### src/rtl/video_timing_pkg.sv
// video_timing_pkg: shared lock-FSM state type and 640x480@60 mode constants
package video_timing_pkg;
  typedef enum logic [1:0] {SEARCH, TRACK, LOCKED} state_t;
  localparam int VGA_H_VA = 640;
  localparam int VGA_V_VA = 480;
  localparam int VGA_H_TOTAL = 800;
  localparam int VGA_V_TOTAL = 525;
  localparam int VGA_H_SYNC = 96;
  localparam int VGA_V_SYNC = 2;
  localparam int CW_DEF = 13;
endpackage

### src/rtl/sync_edge_detect.sv
// sync_edge_detect: registers a raw sync, normalises it to active-high and flags its leading edge
// VIDEO_TIMING_AUTOPOL_EN: polarity is learned from the shorter level of each sync period
module sync_edge_detect #(
  parameter bit ACTIVE_LOW = 1'b1
) (
  input  logic iClk,
  input  logic iRst,
  input  logic raw,
  output logic lead,
  output logic pol_chg
);
  logic raw_q, lvl, lvl_p, pol;
  assign lvl = raw_q ^ pol;
  assign lead = lvl & ~lvl_p;
  // reset raw_q to the inactive level so release from reset never looks like an edge
  always_ff @(posedge iClk)
    if (iRst) begin
      raw_q <= ACTIVE_LOW;
      lvl_p <= 1'b0;
    end else begin
      raw_q <= raw;
      lvl_p <= lvl;
    end
`ifdef VIDEO_TIMING_AUTOPOL_EN
  logic raw_p, primed, det;
  logic [19:0] c0, c1;
  assign det = c0 < c1;
  // a period runs raw rise to raw rise; the partial period after reset is not trusted
  always_ff @(posedge iClk)
    if (iRst) begin
      raw_p <= ACTIVE_LOW;
      primed <= 1'b0;
      c0 <= '0;
      c1 <= '0;
      pol <= ACTIVE_LOW;
      pol_chg <= 1'b0;
    end else begin
      raw_p <= raw_q;
      pol_chg <= 1'b0;
      if (raw_q & ~raw_p) begin
        c0 <= '0;
        c1 <= 20'd1;
        primed <= 1'b1;
        if (primed && det != pol) begin
          pol <= det;
          pol_chg <= 1'b1;
        end
      end else begin
        c0 <= c0 + 20'(~raw_q & ~&c0);
        c1 <= c1 + 20'(raw_q & ~&c1);
      end
    end
`else
  assign pol = ACTIVE_LOW;
  assign pol_chg = 1'b0;
`endif
endmodule

### src/rtl/video_timing_decoder.sv
// video_timing_decoder: recovers pixel position from DE/HS/VS, measures timing and reports lock
// VIDEO_TIMING_AUTOPOL_EN: sync polarity learned from the stream instead of SYNC_ACTIVE_LOW
module video_timing_decoder
  import video_timing_pkg::*;
#(
  parameter int H_VA = VGA_H_VA,
  parameter int V_VA = VGA_V_VA,
  parameter int H_TOTAL = VGA_H_TOTAL,
  parameter int V_TOTAL = VGA_V_TOTAL,
  parameter int SYNC_ACTIVE_LOW = 1,
  parameter int LOCK_FRAMES = 2,
  parameter int CW = CW_DEF
) (
  input  logic          iClk,
  input  logic          iRst,
  input  logic          iDE,
  input  logic          iHS,
  input  logic          iVS,
  output logic [CW-1:0] oX,
  output logic [CW-1:0] oY,
  output logic          oPosValid,
  output logic          oSOF,
  output logic [CW-1:0] oHTotal,
  output logic [CW-1:0] oVTotal,
  output logic [CW-1:0] oHActive,
  output logic [CW-1:0] oVActive,
  output logic          oLocked,
  output logic          oErr
);
  localparam logic [CW-1:0] MAX = '1;
  function automatic logic [CW-1:0] sat_inc(input logic [CW-1:0] v);
    return (v == MAX) ? v : v + 1'b1;
  endfunction
  state_t state, state_n;
  logic [3:0] mc, mc_n;
  logic de_q, de_p, de_fall, hs_lead, vs_lead, hs_pc, vs_pc, pol_chg;
  logic line_de, seen, sof_pend, chk, match;
  logic [CW-1:0] hcnt, vcnt, x, y, h_tot_n, h_act_n, vcnt_h, y_h;
  sync_edge_detect #(.ACTIVE_LOW(SYNC_ACTIVE_LOW != 0)) u_hs (
    .iClk(iClk), .iRst(iRst), .raw(iHS), .lead(hs_lead), .pol_chg(hs_pc)
  );
  sync_edge_detect #(.ACTIVE_LOW(SYNC_ACTIVE_LOW != 0)) u_vs (
    .iClk(iClk), .iRst(iRst), .raw(iVS), .lead(vs_lead), .pol_chg(vs_pc)
  );
  assign pol_chg = hs_pc | vs_pc;
  assign de_fall = de_p & ~de_q;
  // post-HS values, so a VS edge coinciding with HS sees the updated line count
  assign h_tot_n = hs_lead ? sat_inc(hcnt) : oHTotal;
  assign h_act_n = de_fall ? x : oHActive;
  assign vcnt_h = hs_lead ? sat_inc(vcnt) : vcnt;
  assign y_h = (hs_lead && line_de) ? sat_inc(y) : y;
  assign chk = vs_lead & seen;
  assign match = (h_tot_n == CW'(H_TOTAL)) && (vcnt_h == CW'(V_TOTAL)) &&
                 (h_act_n == CW'(H_VA)) && (y_h == CW'(V_VA)) &&
                 (h_tot_n != MAX) && (vcnt_h != MAX) && (h_act_n != MAX) && (y_h != MAX);
  always_comb begin
    state_n = state;
    mc_n = mc;
    if (pol_chg || (chk && !match)) begin
      state_n = SEARCH;
      mc_n = '0;
    end else if (chk && state != LOCKED) begin
      mc_n = mc + 4'd1;
      state_n = ({1'b0, mc} + 5'd1 >= 5'(LOCK_FRAMES)) ? LOCKED : TRACK;
    end
  end
  always_ff @(posedge iClk)
    if (iRst) begin
      state <= SEARCH;
      mc <= '0;
      de_q <= 1'b0;
      de_p <= 1'b0;
      hcnt <= '0;
      vcnt <= '0;
      x <= '0;
      y <= '0;
      line_de <= 1'b0;
      seen <= 1'b0;
      sof_pend <= 1'b0;
      oX <= '0;
      oY <= '0;
      oPosValid <= 1'b0;
      oSOF <= 1'b0;
      oHTotal <= '0;
      oVTotal <= '0;
      oHActive <= '0;
      oVActive <= '0;
      oLocked <= 1'b0;
      oErr <= 1'b0;
    end else begin
      state <= state_n;
      mc <= mc_n;
      de_q <= iDE;
      de_p <= de_q;
      hcnt <= hs_lead ? '0 : sat_inc(hcnt);
      vcnt <= vs_lead ? '0 : vcnt_h;
      y <= vs_lead ? '0 : y_h;
      x <= de_fall ? '0 : de_q ? sat_inc(x) : x;
      line_de <= de_fall | (line_de & ~hs_lead);
      seen <= seen | vs_lead;
      sof_pend <= vs_lead | (sof_pend & ~de_q);
      oX <= x;
      oY <= y;
      oPosValid <= de_q;
      oSOF <= de_q & sof_pend;
      if (seen) begin
        oHTotal <= h_tot_n;
        oHActive <= h_act_n;
      end
      if (chk) begin
        oVTotal <= vcnt_h;
        oVActive <= y_h;
      end
      oLocked <= state_n == LOCKED;
      oErr <= chk & ~match & ~pol_chg & (state == LOCKED);
    end
endmodule

### config.mk
export PLATFORM = sky130hd
export DESIGN_NAME = video_timing_decoder
export DESIGN_NICKNAME = d
export VERILOG_FILES = /design/src/rtl/video_timing_pkg.sv /design/src/rtl/sync_edge_detect.sv /design/src/rtl/video_timing_decoder.sv
export SDC_FILE = /design/constraint.sdc
export NUM_CORES = 1
export LEC_CHECK = 0
export BUFFER_PORTS_ARGS = -buffer_cell sky130_fd_sc_hd__buf_2
export CAP_MARGIN = 20
export CORE_ASPECT_RATIO = 1.5
export CORE_UTILIZATION = 31
export DETAILED_ROUTE_END_ITERATION = 7
export PLACE_DENSITY = 0.59
export SLEW_MARGIN = 20
export SYNTH_ARGS = -nofsm -noshare
export SYNTH_HDL_FRONTEND = slang
export SYNTH_HIERARCHICAL = 1
export SYNTH_SLANG_ARGS = --single-unit
### constraint.sdc
create_clock -name iClk -period 5.4 [get_ports iClk]
set_input_delay 0.54 -clock iClk [delete_from_list [all_inputs] [get_ports iClk]]
set_output_delay 0.54 -clock iClk [all_outputs]
set_load 0.02 [all_outputs]
==> results of run 1 <==
[routing by layer]
layer | vias to the layer above | part of all wire (%)
li1 | 2715 | -
met1 | 2546 | 41
met2 | 156 | 51
met3 | 37 | 4.1
met4 | 0 | 3.5
met5 | - | 0
[stage by stage]
step,instances,utilization (%)
floorplan,735,-
finish,1073,37.7
global route,1073,37.7
CTS,1073,37.7
global placement,1042,34.7
detailed placement,1042,34.7
[worst register-to-register path, stage by stage, from the launching register on]
cell,delay [ns]
sky130_fd_sc_hd__dfxtp_1,0.50
sky130_fd_sc_hd__ha_1,0.39
sky130_fd_sc_hd__nand3_1,0.19
sky130_fd_sc_hd__nor4_1,0.56
sky130_fd_sc_hd__xnor2_1,0.20
sky130_fd_sc_hd__a41oi_1,0.13
sky130_fd_sc_hd__or4_4,0.57
sky130_fd_sc_hd__nor4_4,0.56
sky130_fd_sc_hd__nand3_1,0.15
sky130_fd_sc_hd__a31oi_1,0.17
[registers in the layout (all words and copies together) (netlist names), 2 cells and up]
signal and cells:
mc 4, oHActive 13, y 13, state 2, vcnt 13, oY 13, oVTotal 13, hcnt 13
oX 13, x 13, oHTotal 13, oVActive 13
[path summary, 6_finish.rpt]
path,end,slack [ns],depth (start not counted),from
worst min-delay path,u_vs/raw_q$_SDFF_PP1_,0.29,2,iVS
worst min register to register,u_hs/lvl_p$_SDFF_PP0_,0.41,1,u_hs/raw_q$_SDFF_PP1_
worst max-delay path,mc[0]$_SDFFE_PP0P_,1.90,9,vcnt[0]$_SDFF_PP0_
worst max register to register,mc[0]$_SDFFE_PP0P_,1.90,9,vcnt[0]$_SDFF_PP0_
[kinds of logic (layout without fill, tap and decap cells)]
| family | after synthesis | after routing | share of synthesized area, % |
|---|---|---|---|
| AND/OR/NAND/NOR | 357 | 357 | 28.4 |
| flip-flops | 148 | 148 | 46.8 |
| AO/OA/AOI/OAI | 129 | 129 | 13.5 |
| buffers and inverters | 54 | 132 | 4.27 |
| XOR/XNOR | 24 | 24 | 3.32 |
| multiplexers | 15 | 15 | 2.37 |
| adder cells (fa/ha/maj) | 6 | 6 | 1.19 |
| other | 2 | 2 | 0.119 |
[final cells by class]
type / instances / area (um2)
Fill cell: 2115 / 12400
Tap cell: 260 / 325
Sequential cell: 148 / 2960
Multi-Input combinational cell: 533 / 3090
Inverter: 10 / 37.5
Timing Repair Buffer: 91 / 468
Clock buffer: 19 / 443
Clock inverter: 12 / 156
[power by group through the flow]
stage          registers [mW]  logic, mW  clock network [mW]
2_1_floorplan            1.14     0.0605                   0
3_3_place_gp             1.14     0.0900                   0
3_5_place_dp             1.14     0.0895                   0
4_1_cts                  1.12     0.0901                1.22
5_1_grt                  1.12     0.0987                1.27
6_report                 1.12     0.0887                1.20
[cells in the final DEF (no fill, tap or decap), drive strengths merged, types with 4 or more instances in the layout]
cell type  count
nor4          17
a31oi          5
xor2          14
nand2b         4
o21ai         20
ha             6
clkinvlp       4
and4           9
nor3          11
nand3         24
and2          13
nand2         73
mux2i         15
nor2b         29
xnor2         10
or2            5
inv           10
dfxtp        148
nand4         22
and3           7
a211oi        21
nor2         126
a41oi          5
clkinv         5
clkbuf        19
or3            6
buf           91
o31ai          5
a21oi         45
==> metrics.log, run 1 <==
[metrics] Post-Syn Area per Cell: 8.61 um2
[metrics] number of setup buffers added after CTS: 0
[metrics] CP max stage delay: 0.57 ns
[metrics] switching part of the total power: 22.5%
[metrics] clock tree from TritonCTS: yes
[metrics] Final #Nets: 812
[metrics] share of flip-flops with an asynchronous set or reset: 0%
[metrics] pin count of the biggest net entering global routing: 41
[metrics] ratio of cells with drive above 1 in the final layout: 17.0%
[metrics] measured slew at the worst slew-check pin: 0.679 ns
[metrics] Global Route met3 Usage: 4.03%
[metrics] most area-consuming cells after synthesis: sky130_fd_sc_hd__dfxtp_1, sky130_fd_sc_hd__nor2_1, sky130_fd_sc_hd__nand2_1
[metrics] Fmax: 286 MHz
[metrics] Min Clock Period, post-route: 3.50 ns
[metrics] via count: 5454
[metrics] total wire length after detailed routing: 16800 um
[metrics] Post-synth EDFFs: 0
[metrics] number of levels the H-tree was split into: 4
[metrics] sequential share of the synthesized area: 46.8%
[metrics] global-route track usage on met2: 29.2%
[metrics] share of total power in the clock network: 49.9%
[metrics] number of global-route vias before repair: 5157
[metrics] first-pass GRT wire length: 27000 um
[metrics] crit path buf inv count: 0
[metrics] root buffer selected by CTS: sky130_fd_sc_hd__clkbuf_16
[metrics] placeable core area: 19900 um2
[metrics] final worst hold slack: 0.295 ns
[metrics] floorplan row count: 63
[metrics] status: completed
[metrics] remaining routing DRC violations: 0
[metrics] slowest stage cell, crit path: sky130_fd_sc_hd__or4_4
[metrics] placed wire-length estimate after detailed placement: 12300 um
[metrics] width of the die: 119 um
[metrics] grt total ovfl: 0
[metrics] kind of capture point of the worst setup path: flop
[metrics] antenna cells: 0
[metrics] Mapped Cells: 735
[metrics] category of the critical setup timing path: reg2reg
[metrics] Leakage: 2.83 nW
[metrics] Setup Total Neg Slack: 0 ns
[metrics] share of total power in combinational logic: 3.7%
[metrics] GRT Resource Usage Total: 16.6%
[metrics] DRT iter0 DRCs: 334
[metrics] Relative slew margins: 54.3%
[metrics] post-cts hold buffer count: 0
[metrics] final setup fails: 0
[metrics] CP Cell Sequence: ha_1 > nand3_1 > nor4_1 > xnor2_1 > a41oi_1 > or4_4 > nor4_4 > nand3_1 > a31oi_1
[metrics] # resized after CTS: 0
[metrics] Die Y: 177 um
[metrics] most crowded layer after global routing: met2
[metrics] Post-Place Setup Slack: 1.90 ns
[metrics] library cell with the largest summed area after synthesis: sky130_fd_sc_hd__dfxtp_1
[metrics] buffer levels on the longest clock path: 2
[metrics] growth of design area from synthesis to finish: 18.3%
[metrics] largest clock skew in the final design: 0.00783 ns
[metrics] final RePlAce weighted congestion: 0.882
[metrics] Min-Delay Path Class: in2reg
[metrics] most common cell type on the critical path: sky130_fd_sc_hd__nand3_1
[metrics] Vias per Instance: 5.08
[metrics] count of maximum capacitance violations: 0
[metrics] Die Area: 21000 um2
[metrics] cell family contributing the most delay on the critical path: simple AND/OR/NAND/NOR gates
[metrics] total power: 2.41 mW
[metrics] internal power contribution: 1.87 mW
[metrics] number of warnings printed during yosys synthesis: 6
[metrics] number of flip-flops and latches in the synthesized netlist: 148
[metrics] Design Area, Final: 7490 um2
[metrics] number of distinct library cell variants in the gate-level netlist after synthesis: 67
[metrics] top-level I/O count: 87
[metrics] number of CTS-inserted buffers: 17
[metrics] number of hold violations in the final report: 0
[metrics] # clock sinks: 148
[metrics] maximum ir drop on the vdd rail: 0.179 mV
[metrics] number of antenna violations at the first check in global routing: 0
[metrics] maximum fanout along the worst path: 10
[metrics] fin crit share: 64.8%
[metrics] GR Util met1: 18.4%
[metrics] length of the first detailed-routing pass in iterations: 5
[metrics] summed instance area of the synthesized netlist: 6330 um2
[metrics] post-CTS clock slew at the launch and capture registers of the worst setup and hold paths: 0.06 ns
[metrics] leading cell type by number of instances after synthesis: sky130_fd_sc_hd__dfxtp_1
[metrics] number of antenna-violating nets in the routed design: 0
[metrics] fraction of post-synthesis cell area in the top cell type by area: 46.8%
[metrics] launching element type of the critical path: flop
[metrics] minimum setup slack in the final design: 1.90 ns
[metrics] PortBufs: 86
[metrics] main flop type after synthesis: sky130_fd_sc_hd__dfxtp_1
[metrics] sequential fraction of design power: 46.4%
[metrics] initial core utilization: 31.8%
[metrics] DP Area: 6890 um2
[metrics] clock latency reported for the late side of the worst-skew pair: 0.43 ns
[metrics] syn_nets: 746
[metrics] Worst Path Required: 5.76 ns
[metrics] Cell Pwr Density: 322 nW/um2
[metrics] switching component of the power: 0.542 mW
[metrics] unrepaired setup endpoints after global routing: false
[metrics] CP arrival: 3.86 ns
[metrics] number of pins with negative max-slew slack in the final report: 0
[metrics] most frequent cells after synthesis: sky130_fd_sc_hd__dfxtp_1, sky130_fd_sc_hd__nor2_1, sky130_fd_sc_hd__nand2_1, sky130_fd_sc_hd__a21oi_1, sky130_fd_sc_hd__nor2b_1
[metrics] DR WL/cell: 15.7 um
Power figures use the tool's default switching activity.
==> run 2, diff against run 1 <==
ABC_AREA = 1   (was unset)
PLACE_DENSITY = 0.61   (was 0.59)
clock period = 2.89 ns   (was 5.4 ns; I/O delays follow)
==> metrics.log, run 2 <==
[metrics] status: completed
[metrics] measured slew at the worst slew-check pin: 0.983 ns (+0.304 ns)
[metrics] Die Area: 21500 um2 (+2.6%)
[metrics] syn_nets: 951 (+27%)
[metrics] Mapped Cells: 940 (+28%)
[metrics] crit path buf inv count: 2 (+2)
[metrics] post-synthesis adder-cell area fraction: 1.16% (-0.030 points)
[metrics] switching part of the total power: 23.3% (+0.79 points)
[metrics] CP Cell Sequence: nor2_2 > buf_4 > clkinv_1 > nor2_1 > nand3_1 > nand2_1 > nand3_1 > nor2_1 > nand3_1 > nor2_1 > nand2_1 > nand2_2 > nand2_2 > nor2_1
[metrics] Post-Syn Area per Cell: 6.91 um2 (-20%)
[metrics] Min-Delay Path Class: in2reg
[metrics] share of total power in combinational logic: 6.9% (+3.2 points)
[metrics] ratio of cells with drive above 1 in the final layout: 13.8% (-3.2 points)
[metrics] switching component of the power: 1.16 mW (+110%)
[metrics] floorplan row count: 64 (+1.6%)
[metrics] Worst Path Required: 3.25 ns (-2.51 ns)
[metrics] CP max stage delay: 0.36 ns (-0.21 ns)
[metrics] count of maximum capacitance violations: 0 (unchanged)
[metrics] Final #Nets: 1033 (+27%)
[metrics] sequential fraction of design power: 42.8% (-3.6 points)
[metrics] most common cell after layout, fill and taps aside: sky130_fd_sc_hd__nand2_1
[metrics] post-CTS clock slew at the launch and capture registers of the worst setup and hold paths: 0.06 ns (about the same)
[metrics] PortBufs: 86 (unchanged)
[metrics] GRT Resource Usage Total: 17.0% (+0.41 points)
[metrics] share of flip-flops with an asynchronous set or reset: 0% (unchanged)
[metrics] global-route track usage on met2: 30.4% (+1.2 points)
[metrics] # resized after CTS: 0 (unchanged)
[metrics] launching element type of the critical path: flop
[metrics] number of antenna violations at the first check in global routing: 0 (unchanged)
[metrics] CP arrival: 2.82 ns (-1.04 ns)
[metrics] combined flip-flop and latch cell area: 2960 um2 (unchanged)
[metrics] Fmax: 407 MHz (+42%)
[metrics] final worst hold slack: 0.0628 ns (-0.232 ns)
[metrics] final setup fails: 0 (unchanged)
[metrics] maximum ir drop on the vdd rail: 0.351 mV (+97%)
[metrics] proportion of synthesized area in mux cells: 0.154% (-2.2 points)
[metrics] sequential share of the synthesized area: 45.6% (-1.2 points)
[metrics] clock tree from TritonCTS: yes
[metrics] leading cell type by number of instances after synthesis: sky130_fd_sc_hd__nand2_1
[metrics] number of distinct library cell variants in the gate-level netlist after synthesis: 33 (-51%)
[metrics] DRT iter0 DRCs: 272 (-19%)
[metrics] kind of capture point of the worst setup path: flop
[metrics] internal power contribution: 3.83 mW (+110%)
[metrics] summed instance area of the synthesized netlist: 6490 um2 (+2.6%)
[metrics] Relative slew margins: 34.3% (-20 points)
[metrics] commonest cells after routing, fill and taps aside: sky130_fd_sc_hd__nand2_1, sky130_fd_sc_hd__nor2_1, sky130_fd_sc_hd__dfxtp_1
[metrics] slowest stage cell, crit path: sky130_fd_sc_hd__clkinv_1
[metrics] number of warnings printed during yosys synthesis: 6 (unchanged)
[metrics] library cell with the largest summed area after synthesis: sky130_fd_sc_hd__dfxtp_1
[metrics] post-synthesis simple-gate area fraction: 30.2% (+1.9 points)
[metrics] Setup Total Neg Slack: 0 ns (unchanged)
[metrics] fraction of post-synthesis cell area in the top cell type by area: 45.6% (-1.2 points)
[metrics] pin count of the biggest net entering global routing: 45 (+9.8%)
[metrics] compound-cell area share of the yosys netlist: 10.9% (-2.6 points)
[metrics] number of CTS-inserted buffers: 17 (unchanged)
[metrics] GR Util met1: 18.5% (+0.077 points)
[metrics] fin crit share: 85.1% (+20 points)
[metrics] most frequent cells after synthesis: sky130_fd_sc_hd__nand2_1, sky130_fd_sc_hd__nor2_1, sky130_fd_sc_hd__dfxtp_1, sky130_fd_sc_hd__inv_1, sky130_fd_sc_hd__nand3_1
[metrics] final RePlAce weighted congestion: 0.899 (+1.9%)
[metrics] total wire length after detailed routing: 17300 um (+3.0%)
[metrics] most area-consuming cells after synthesis: sky130_fd_sc_hd__dfxtp_1, sky130_fd_sc_hd__nand2_1, sky130_fd_sc_hd__nor2_1
[metrics] maximum fanout along the worst path: 36 (+26)
[metrics] most crowded layer after global routing: met2
[metrics] combinational family with the most area after synthesis: simple AND/OR/NAND/NOR gates
[metrics] number of setup buffers added after CTS: 0 (unchanged)
[metrics] post-synthesis share of cell area spent on xor and xnor gates: 1.75% (-1.6 points)
[metrics] largest clock skew in the final design: 0.0102 ns (+0.00233 ns)
[metrics] Filler Cell Count: 2231 (+5.5%)
[metrics] Global Route met3 Usage: 4.17% (+0.14 points)
[metrics] top-level I/O count: 87 (unchanged)
[metrics] main flop type after synthesis: sky130_fd_sc_hd__dfxtp_1
[metrics] unrepaired setup endpoints after global routing: false
[metrics] number of pins with negative max-slew slack in the final report: 0 (unchanged)
[metrics] placeable core area: 20500 um2 (+3.2%)
[metrics] Min Clock Period, post-route: 2.46 ns (-1.04 ns)
[metrics] number of flip-flops and latches in the synthesized netlist: 148 (unchanged)
[metrics] length of the first detailed-routing pass in iterations: 5 (unchanged)
[metrics] buffer levels on the longest clock path: 2 (unchanged)
[metrics] category of the critical setup timing path: reg2reg
[metrics] number of levels the H-tree was split into: 4 (unchanged)
[metrics] Cell Pwr Density: 636 nW/um2 (+98%)
[metrics] post-cts hold buffer count: 0 (unchanged)
[metrics] grt total ovfl: 0 (unchanged)
[metrics] antenna cells: 0 (unchanged)
[metrics] share of total power in the clock network: 50.3% (+0.4 points)
[metrics] DR WL/cell: 13.3 um (-15%)
[metrics] footprint of the multi-input gates: 2880 um2 (-6.9%)
[metrics] Die Y: 179 um (+1.3%)
[metrics] # clock sinks: 148 (unchanged)
[metrics] root buffer selected by CTS: sky130_fd_sc_hd__clkbuf_16
[metrics] Vias per Instance: 4.59 (-9.7%)
[metrics] number of hold violations in the final report: 0 (unchanged)
[metrics] remaining routing DRC violations: 0 (unchanged)
[metrics] placed wire-length estimate after detailed placement: 12900 um (+5.1%)
[metrics] Leakage: 3.68 nW (+30%)
[metrics] number of global-route vias before repair: 5645 (+9.5%)
[metrics] via count: 5965 (+9.4%)
[metrics] width of the die: 120 um (+1.3%)
[metrics] most common cell type on the critical path: sky130_fd_sc_hd__nor2_1
[metrics] initial core utilization: 31.7% (-0.18 points)
[metrics] growth of design area from synthesis to finish: 20.9%
[metrics] Post-synth EDFFs: 0 (unchanged)
[metrics] first-pass GRT wire length: 28000 um (+3.5%)
[metrics] cell family contributing the most delay on the critical path: simple AND/OR/NAND/NOR gates
[metrics] clock latency reported for the late side of the worst-skew pair: 0.43 ns (about the same)
[metrics] number of antenna-violating nets in the routed design: 0 (unchanged)
run 2: path summary, 6_finish.rpt:
| path | cells after the start | start | endpoint | slack [ns] |
|---|---|---|---|---|
| worst max register to register | 14 | u_hs/raw_q$_SDFF_PP1_ | mc[2]$_SDFFE_PP0P_ | 0.43 |
| worst max-delay path | 14 | u_hs/raw_q$_SDFF_PP1_ | mc[2]$_SDFFE_PP0P_ | 0.43 |
| worst min register to register | 1 | u_vs/raw_q$_SDFF_PP1_ | u_vs/lvl_p$_SDFF_PP0_ | 0.42 |
| worst min-delay path | 3 | iVS | u_vs/raw_q$_SDFF_PP1_ | 0.06 |
run 2: layout make-up:
class	instances	share of cell area [%]
Clock inverter	11	2.49
Sequential cell	148	37.7
Inverter	139	6.64
Timing Repair Buffer	93	6.15
Multi-Input combinational cell	623	36.7
Tap cell	264	4.21
Clock buffer	21	6.12
run 2: cell families after synthesis:
family | count (synthesis)
AOI/OAI and AO/OA | 128
and+or+nand+nor | 473
buffers and inverters | 169
adders and majority gates | 6
xor gates and xnor gates | 13
muxes | 1
DFF | 148
other | 2
run 2: metal layers:
| layer | wire, um | up-vias |
|---|---|---|
| met5 | 0 | - |
| li1 | - | 3113 |
| met4 | 512 | 0 |
| met2 | 8690 | 123 |
| met1 | 7390 | 2695 |
| met3 | 734 | 34 |
run 2: power groups by stage:
stage	registers [mW]	logic (mW)	clock network, mW
final	2.14	0.346	2.51
after global routing	2.14	0.388	2.67
after CTS	2.14	0.348	2.57
after detailed placement	2.18	0.347	0
after global placement	2.18	0.344	0
after floorplan	2.22	0.195	0
run 2: stage by stage:
| stage | total power [mW] | utilization, % | instance area, um2 | worst slack [ns] | std cells |
|---|---|---|---|---|---|
| 6_report | 4.99 | 38.3 | 7850 | 0.432 | 1299 |
| 4_1_cts | 5.05 | 38.3 | 7850 | 0.397 | 1299 |
| 3_5_place_dp | 2.53 | 35.0 | 7180 | 0.426 | 1267 |
| 3_3_place_gp | 2.53 | 35.0 | 7180 | 0.400 | 1267 |
| 5_1_grt | 5.20 | 38.3 | 7850 | 0.0476 | 1299 |
| 2_1_floorplan | 2.42 | - | 6490 | 0.965 | 940 |
run 2: worst min-delay path, stage by stage:
cell                      delay, ns
sky130_fd_sc_hd__buf_2         0.09
sky130_fd_sc_hd__inv_1         0.04
sky130_fd_sc_hd__nand2_1       0.05
==> run 3, diff against run 2 <==
PLACE_DENSITY = 0.59   (was 0.61)
clock period = 2.8 ns   (was 2.89 ns; I/O delays follow)
==> metrics.log, run 3 (synthesized netlist as in run 2, its figures left out) <==
[metrics] first-pass GRT wire length: 28300 um (+1.1%)
[metrics] Filler Cell Count: 2210 (-0.94%)
[metrics] CP arrival: 2.82 ns (about the same)
[metrics] number of antenna-violating nets in the routed design: 0 (unchanged)
[metrics] antenna cells: 0 (unchanged)
[metrics] Worst Path Required: 3.16 ns (-0.09 ns)
[metrics] clock latency reported for the late side of the worst-skew pair: 0.43 ns (about the same)
[metrics] status: completed
[metrics] number of pins with negative max-slew slack in the final report: 0 (unchanged)
[metrics] number of levels the H-tree was split into: 4 (unchanged)
[metrics] final worst hold slack: 0.0284 ns (-0.0344 ns)
[metrics] Vias per Instance: 4.56 (-0.75%)
[metrics] maximum fanout along the worst path: 7 (-81%)
[metrics] pin count of the biggest net entering global routing: 53 (+18%)
[metrics] Relative slew margins: 49.2% (+15 points)
[metrics] most common cell after layout, fill and taps aside: sky130_fd_sc_hd__nand2_1
[metrics] Leakage: 3.69 nW (+0.12%)
[metrics] number of setup buffers added after CTS: 0 (unchanged)
[metrics] Die Y: 179 um (unchanged)
[metrics] launching element type of the critical path: flop
[metrics] Cell Pwr Density: 652 nW/um2 (+2.6%)
[metrics] maximum ir drop on the vdd rail: 0.360 mV (+2.6%)
[metrics] Final Util: 38.4% (+0.055 points)
[metrics] count of maximum capacitance violations: 0 (unchanged)
[metrics] initial core utilization: 31.7% (unchanged)
[metrics] measured slew at the worst slew-check pin: 0.761 ns (-0.223 ns)
[metrics] DP Area: 7200 um2 (+0.31%)
[metrics] DRT iter0 DRCs: 311 (+14%)
[metrics] placeable core area: 20500 um2 (unchanged)
[metrics] number of global-route vias before repair: 5679 (+0.60%)
[metrics] top-level I/O count: 87 (unchanged)
[metrics] placed wire-length estimate after detailed placement: 12900 um (about the same)
[metrics] GRT Resource Usage Total: 17.1% (+0.12 points)
[metrics] final setup fails: 0 (unchanged)
[metrics] Min-Delay Path Class: in2reg
[metrics] post-CTS clock slew at the launch and capture registers of the worst setup and hold paths: 0.06 ns (about the same)
[metrics] ratio of cells with drive above 1 in the final layout: 14.2% (+0.35 points)
[metrics] floorplan row count: 64 (unchanged)
[metrics] root buffer selected by CTS: sky130_fd_sc_hd__clkbuf_16
[metrics] grt total ovfl: 0 (unchanged)
[metrics] DR WL/cell: 13.3 um (about the same)
[metrics] fin crit share: 88.0% (+2.9 points)
[metrics] Design Area, Final: 7860 um2 (+0.14%)
[metrics] category of the critical setup timing path: reg2reg
[metrics] growth of design area from synthesis to finish: 21.1%
[metrics] number of hold violations in the final report: 0 (unchanged)
[metrics] Fmax: 406 MHz (-0.18%)
[metrics] Min Clock Period, post-route: 2.46 ns (+0.00446 ns)
[metrics] Die Area: 21500 um2 (unchanged)
[metrics] total power: 5.13 mW (+2.7%)
[metrics] Setup Total Neg Slack: 0 ns (unchanged)
[metrics] kind of capture point of the worst setup path: flop
[metrics] total wire length after detailed routing: 17400 um (+0.20%)
[metrics] number of antenna violations at the first check in global routing: 0 (unchanged)
[metrics] Final #Nets: 1036 (+0.29%)
[metrics] final RePlAce weighted congestion: 0.878 (-2.4%)
[metrics] commonest cells after routing, fill and taps aside: sky130_fd_sc_hd__nand2_1, sky130_fd_sc_hd__nor2_1, sky130_fd_sc_hd__dfxtp_1
[metrics] width of the die: 120 um (unchanged)
[metrics] largest clock skew in the final design: 0.0114 ns (+0.00120 ns)
[metrics] buffer levels on the longest clock path: 2 (unchanged)
[metrics] length of the first detailed-routing pass in iterations: 5 (unchanged)
[metrics] clock tree from TritonCTS: yes
[metrics] via count: 5934 (-0.52%)
[metrics] remaining routing DRC violations: 0 (unchanged)
[metrics] unrepaired setup endpoints after global routing: false
[metrics] number of CTS-inserted buffers: 17 (unchanged)
[metrics] PortBufs: 86 (unchanged)
[metrics] # clock sinks: 148 (unchanged)
## run 3: what timing repair did
item,CTS,global route
endpoints found under the setup margin,0,6
hold buffers,0,0
resized for setup,0,1
## run 3: critical path, stage by stage, from the launching register on
cell                      delay, ns
sky130_fd_sc_hd__dfxtp_1       0.36
sky130_fd_sc_hd__ha_1          0.25
sky130_fd_sc_hd__inv_1         0.09
sky130_fd_sc_hd__nor2_2        0.24
sky130_fd_sc_hd__nand4_2       0.25
sky130_fd_sc_hd__nand2_1       0.18
sky130_fd_sc_hd__nor2_1        0.07
sky130_fd_sc_hd__nand3_1       0.07
sky130_fd_sc_hd__nand2_1       0.06
sky130_fd_sc_hd__nor2_1        0.16
sky130_fd_sc_hd__nand3_1       0.11
sky130_fd_sc_hd__nor2_1        0.16
sky130_fd_sc_hd__nand2_1       0.11
sky130_fd_sc_hd__nand2_2       0.10
sky130_fd_sc_hd__nand2_2       0.09
sky130_fd_sc_hd__nor2_1        0.09
## run 3: layout make-up
class	instances	area (um2)	area share, %
flip-flops and latches	148	2960	37.7
clock buffers	18	439	5.58
inverters	139	522	6.63
multi-input cells	623	2880	36.6
repair buffers	96	505	6.43
well taps	264	330	4.20
clock inverters	14	223	2.83
## run 3: metrics by stage
step	instances	setup slack, ns
final	1302	0.337
after global routing	1302	0.0546
after CTS	1302	0.284
after detailed placement	1270	0.310
after global placement	1270	0.335
after floorplan	940	0.875
## run 3: worst paths after layout
kind                                               to             startpoint  slack (ns)  depth (start not counted)
worst max-delay path               mc[0]$_SDFFE_PP0P_     vcnt[0]$_SDFF_PP0_        0.34                         15
worst min-delay path            u_vs/raw_q$_SDFF_PP1_                    iVS        0.03                          3
worst max register to register     mc[0]$_SDFFE_PP0P_     vcnt[0]$_SDFF_PP0_        0.34                         15
worst min register to register  u_vs/lvl_p$_SDFF_PP0_  u_vs/raw_q$_SDFF_PP1_        0.42                          1
## run 3: layer usage
layer / wire length [um] / track usage, %
met1: 7450 / 18.8
met2: 8590 / 30.3
met3: 801 / 4.64
met4: 522 / 8.18
met5: 0 / 0
## run 3: power by group
part	switching (mW)	internal, mW	leakage (nW)	total (mW)
combinational	0.247	0.112	2.16	0.359
sequential	0.0441	2.16	1.20	2.21
clock	0.944	1.62	0.324	2.56
